<file path="config.mk">
export PLATFORM = sky130hd
export DESIGN_NAME = instruction_encoder
export DESIGN_NICKNAME = d
export VERILOG_FILES = /design/src/rtl/instruction_encoder.sv
export SDC_FILE = /design/constraint.sdc
export NUM_CORES = 1
export LEC_CHECK = 0
export ABC_AREA = 1
export CORE_AREA = 2 2 98 100
export DETAILED_ROUTE_END_ITERATION = 16
export DIE_AREA = 0 0 100 102
export PLACE_DENSITY = 0.79
export SYNTH_ARGS = -nofsm -noshare
export SYNTH_HDL_FRONTEND = slang
export SYNTH_SLANG_ARGS = --single-unit
</file>
<file path="constraint.sdc">
create_clock -name clk -period 1.9 [get_ports clk]
set_input_delay 0.19 -clock clk [delete_from_list [all_inputs] [get_ports clk]]
set_output_delay 0.19 -clock clk [all_outputs]
set_load 0.05 [all_outputs]
</file>
<file path="src/rtl/instruction_encoder.sv">
// instruction_encoder: packs RV32I fields into 32-bit words and streams
// them to instruction memory at consecutive word addresses.
//
// Ports:
//   clk, reset_n          clock, asynchronous active-low reset
//   start, base_addr      restart the stream at base_addr (word aligned)
//   in_valid, in_ready    field bundle handshake
//   fmt, opcode, rd, rs1, rs2, funct3, funct7, imm
//                         instruction fields (fmt 0..5 = R,I,S,B,U,J)
//   mem_wr_en, mem_ready  word handshake toward memory
//   mem_addr, mem_wr_data byte address and encoded word
//   word_count            words accepted by memory since start (saturating)
//   enc_err               sticky range / illegal-format flag
module instruction_encoder #(
    parameter int ILEN    = 32,
    parameter int XLEN    = 32,
    parameter int ADDR_W  = 16,
    parameter int COUNT_W = 16
) (
    input  logic               clk,
    input  logic               reset_n,
    input  logic               start,
    input  logic [ADDR_W-1:0]  base_addr,
    input  logic               in_valid,
    output logic               in_ready,
    input  logic [2:0]         fmt,
    input  logic [6:0]         opcode,
    input  logic [4:0]         rd,
    input  logic [4:0]         rs1,
    input  logic [4:0]         rs2,
    input  logic [2:0]         funct3,
    input  logic [6:0]         funct7,
    input  logic [XLEN-1:0]    imm,
    output logic               mem_wr_en,
    input  logic               mem_ready,
    output logic [ADDR_W-1:0]  mem_addr,
    output logic [ILEN-1:0]    mem_wr_data,
    output logic [COUNT_W-1:0] word_count,
    output logic               enc_err
);

    localparam logic [2:0] FMT_R = 3'd0;
    localparam logic [2:0] FMT_I = 3'd1;
    localparam logic [2:0] FMT_S = 3'd2;
    localparam logic [2:0] FMT_B = 3'd3;
    localparam logic [2:0] FMT_U = 3'd4;
    localparam logic [2:0] FMT_J = 3'd5;

    logic            accept;
    logic            done;
    logic [ILEN-1:0] word;
    logic            bad;

    // Sign-extended views of the immediate; a legal immediate equals
    // the extension of its own low bits.
    logic [XLEN-1:0] sx12;
    logic [XLEN-1:0] sx13;
    logic [XLEN-1:0] sx21;

    assign sx12 = {{(XLEN-12){imm[11]}}, imm[11:0]};
    assign sx13 = {{(XLEN-13){imm[12]}}, imm[12:0]};
    assign sx21 = {{(XLEN-21){imm[20]}}, imm[20:0]};

    // reset_n gates in_ready so nothing is offered while held in reset.
    assign in_ready = reset_n && !start && (!mem_wr_en || mem_ready);
    assign accept   = in_valid && in_ready;
    assign done     = mem_wr_en && mem_ready;

    always_comb begin
        word = '0;
        bad  = 1'b0;
        case (fmt)
            FMT_R: begin
                word = {funct7, rs2, rs1, funct3, rd, opcode};
            end
            FMT_I: begin
                word = {imm[11:0], rs1, funct3, rd, opcode};
                bad  = (imm != sx12);
            end
            FMT_S: begin
                word = {imm[11:5], rs2, rs1, funct3, imm[4:0], opcode};
                bad  = (imm != sx12);
            end
            FMT_B: begin
                word = {imm[12], imm[10:5], rs2, rs1, funct3,
                        imm[4:1], imm[11], opcode};
                bad  = imm[0] || (imm != sx13);
            end
            FMT_U: begin
                word = {imm[31:12], rd, opcode};
                bad  = (imm[11:0] != 12'd0);
            end
            FMT_J: begin
                word = {imm[20], imm[10:1], imm[11], imm[19:12],
                        rd, opcode};
                bad  = imm[0] || (imm != sx21);
            end
            default: begin
                // Illegal format: all-zero word is architecturally illegal.
                word = '0;
                bad  = 1'b1;
            end
        endcase
    end

    always_ff @(posedge clk or negedge reset_n) begin
        if (!reset_n) begin
            mem_wr_en   <= 1'b0;
            mem_wr_data <= '0;
            mem_addr    <= '0;
            word_count  <= '0;
            enc_err     <= 1'b0;
        end else if (start) begin
            // Any pending word is dropped uncounted, even if taken now.
            mem_wr_en  <= 1'b0;
            mem_addr   <= {base_addr[ADDR_W-1:2], 2'b00};
            word_count <= '0;
            enc_err    <= 1'b0;
        end else begin
            if (done) begin
                mem_addr <= mem_addr + ADDR_W'(4);
                if (word_count != '1) begin
                    word_count <= word_count + COUNT_W'(1);
                end
            end
            if (accept) begin
                mem_wr_en   <= 1'b1;
                mem_wr_data <= word;
                if (bad) begin
                    enc_err <= 1'b1;
                end
            end else if (done) begin
                mem_wr_en <= 1'b0;
            end
        end
    end

endmodule

</file>
==> summary.md <==
| Metric | Value |
|---|---|
| Antenna Nets Post-Route | 0 |
| Dpl ws | -0.0560 ns |
| Most frequent cells in the layout | nand2_1 (187), clkdlybuf4s50_1 (147), dfrtp_1 (62), nor2_1 (58), inv_1 (46) |
| DRT Pass-1 Iters | 5 |
| CTS tree | built |
| Die width | 100 µm |
| Die area | 0.0102 mm² |
| HPWL after DPL | 9660 µm |
| CP peak stage delay | 0.39 ns |
| Worst Tran Pin Value | 0.782 ns |
| Layout net count | 823 |
| Initial antenna violation count | 0 |
| Post-synthesis async set-or-reset flop share | 100% |
| Fmax | 542 MHz |
| Crit path DAT | 2.08 ns |
| CTS buffer count | 9 |
| CTS root buf | clkbuf_8 |
| Pwr/cell area | 795 mW/mm² |
| Global router's overall resource usage | 24.6% |
| CP dominant cell by count | buf_12 |
| Min-Delay Path Class | input port to asynchronous set/reset pin |
| GPL Wtd Cong | 0.992 |
| Vias post-DR | 4415 |
| Worst EP required | 2.14 ns |
| Flop2flop setup slack | 0.06 ns |
| Clock Pin Slew Worst Setup and Hold Paths | 0.08 ns |
| I/O Buffers | 150 |
| Largest net degree at the start of global routing | 65 |
| Final WL | 12500 µm |
| First-pass GRT wire length | 20200 µm |
| Synth warn | 0 |
| Layout area overhead | 54.2% |
| Post-synth EDFFs | 0 |
| Final Hold Viols | 0 |
| Max_cap viols | 0 |
| Max Slew Vio Count | 0 |
| Worst path bufs/invs | 3 |
| Status | finished clean |
| Vias/cell | 5.20 |
| Area of the multi-input gates | 0.00208 mm² |
| Die height | 102 µm |
| DRC viols | 0 |
| CP Launch Type | register |
| Cell family with most CP delay | simple AND/OR/NAND/NOR gates |
| Vias in the first global route | 4412 |
| Synthesized flop and latch total | 64 |
| Critical path, cell by cell | ha_2 > nand2_2 > nor3_4 > nand3b_4 > o21ai_4 > buf_12 > buf_12 > buf_4 > nand2_1 > o31ai_1 |
| Post-Synthesis Cell Area | 0.00392 mm² |
| Worst vdd ir | 0.000562 V |
| Reg area | 0.00160 mm² |
| I/O Pins | 155 |
| Seq/Total Area, Yosys | 40.8% |
| Core Region | 0.00911 mm² |
| Share of layout cells above drive strength 1 | 8.94% |
| Pleak | 2.73 nW |
| Top FF cell, synth | dfrtp_1 |
| WL/cell | 14.7 µm |
| Clock Latency Late Sink | 0.34 ns |
| Crit. End Element | register |
| Ant. Diodes | 0 |
| Post-CTS Hold Fix Bufs | 0 |
| Slew Limit Headroom | 47.9% |
| H-tree depth | 3 |
| Clock sinks | 64 |
| DRT iter0 DRCs | 235 |
| Critical-path top delay cell | dfrtp_2 |
| Final worst slack | 0.0564 ns |
| Final min period | 1.84 ns |
| Initial Utilization | 43.1% |
| WS Path Type | register to register |
| Endpoints failing setup | 0 |
| Post-synth cell types | 45 |
| Final period util | 97.0% |
| Final Power | 0.00481 W |
| Unrepaired setup endpoints after global routing | yes |
| Post-Syn Instances | 555 |
| Placed Area | 0.00571 mm² |
| Max Root-Sink Buffers | 2 |
| Avg Cell Area, Syn | 7.07 µm² |
| Filler cell count | 783 |
| Commonest non-fill, non-tap cell in the layout | nand2_1 |
| Design area | 0.00605 mm² |
| Remaining global-route overflow | 0 |
| Worst Path Max Fanout | 7 |
| Final Skew | 0.0133 ns |
| Std-Cell Rows | 35 |
==> area by class of cell <==
| cell class | instances | share of cell area [%] |
|---|---|---|
| Multi-Input combinational cell | 427 | 34.4 |
| Timing Repair Buffer | 182 | 29.6 |
| Sequential cell | 64 | 26.5 |
| Inverter | 49 | 3.08 |
| Clock buffer | 11 | 2.34 |
| Tap cell | 111 | 2.30 |
| Clock inverter | 5 | 1.72 |
==> metrics by stage <==
stage	cells	utilization [%]	TNS, ns	hold WS [ns]
floorplan	556	-	0	-0.106
global placement	827	62.6	0	0.435
detailed placement	827	62.6	-0.0804	0.447
CTS	843	65.3	0	0.0709
global route	849	66.4	-0.0213	0.129
finish	849	66.4	0	0.0432
==> kinds of logic (layout without fill, tap and decap cells) <==
group	Yosys count	in the layout	synth area share, %
adders and majority gates	2	2	0.638
other	1	2	0.0956
DFF	64	64	40.8
AOI/OAI and AO/OA	98	98	15.2
xor gates and xnor gates	17	17	3.80
buffers and inverters	65	247	6.83
and+or+nand+nor	308	308	32.7
==> routing by layer <==
layer,GRT usage (%),vias up,share of wire [%]
met2,41.7,218,48
met3,4.86,19,7.9
met1,31.8,2010,42
li1,-,2168,-
met4,8.22,0,1.7
met5,0,-,0
==> Yosys cell counts, drive strengths merged (9+ instances only) <==
cell type / instances / area share, %
o21ai: 45 / 6.0
dfrtp: 64 / 41
nor3: 13 / 2.1
nand2: 189 / 18
o31ai: 9 / 1.7
nor2: 61 / 6.1
inv: 48 / 4.6
buf: 9 / 1.5
nand3: 31 / 4.0
xor2: 10 / 2.2
a21oi: 21 / 2.7
==> timing repair <==
action / CTS / global route
setup endpoints to repair: 0 / 4
resized for setup: 0 / 6
setup buffers: 0 / 5
==> worst register-to-register path, cell delays in order (launching register included) <==
cell and delay [ns]:
dfrtp_2 0.39, ha_2 0.21, nand2_2 0.09, nor3_4 0.25
nand3b_4 0.14, o21ai_4 0.19, buf_12 0.15, buf_12 0.11
buf_4 0.10, nand2_1 0.05, o31ai_1 0.07
==> report_power, final <==
group | internal, W | switching, W
Sequential | 0.00153 | 0.000127
Clock | 0.000909 | 0.000534
Combinational | 0.000654 | 0.00106
==> state kept, by name, summed over array words and instances (netlist names) <==
name         cells
enc_err          1
mem_addr        14
mem_wr_data     32
mem_wr_en        1
word_count      16
==> worst paths after layout <==
check	end	depth (start not counted)	startpoint
max	word_count[9]$_DFFE_PN0P_	10	word_count[1]$_DFFE_PN0P_
max reg2reg	word_count[9]$_DFFE_PN0P_	10	word_count[1]$_DFFE_PN0P_
max in group asynchronous	word_count[0]$_DFFE_PN0P_	2	reset_n
min in group clk	mem_addr[14]$_DFFE_PN0P_	3	base_addr[14]
min reg2reg	mem_wr_data[23]$_DFFE_PN0P_	2	mem_wr_data[23]$_DFFE_PN0P_
min	word_count[14]$_DFFE_PN0P_	2	reset_n
No activity file was read; power rests on OpenSTA's default activity.
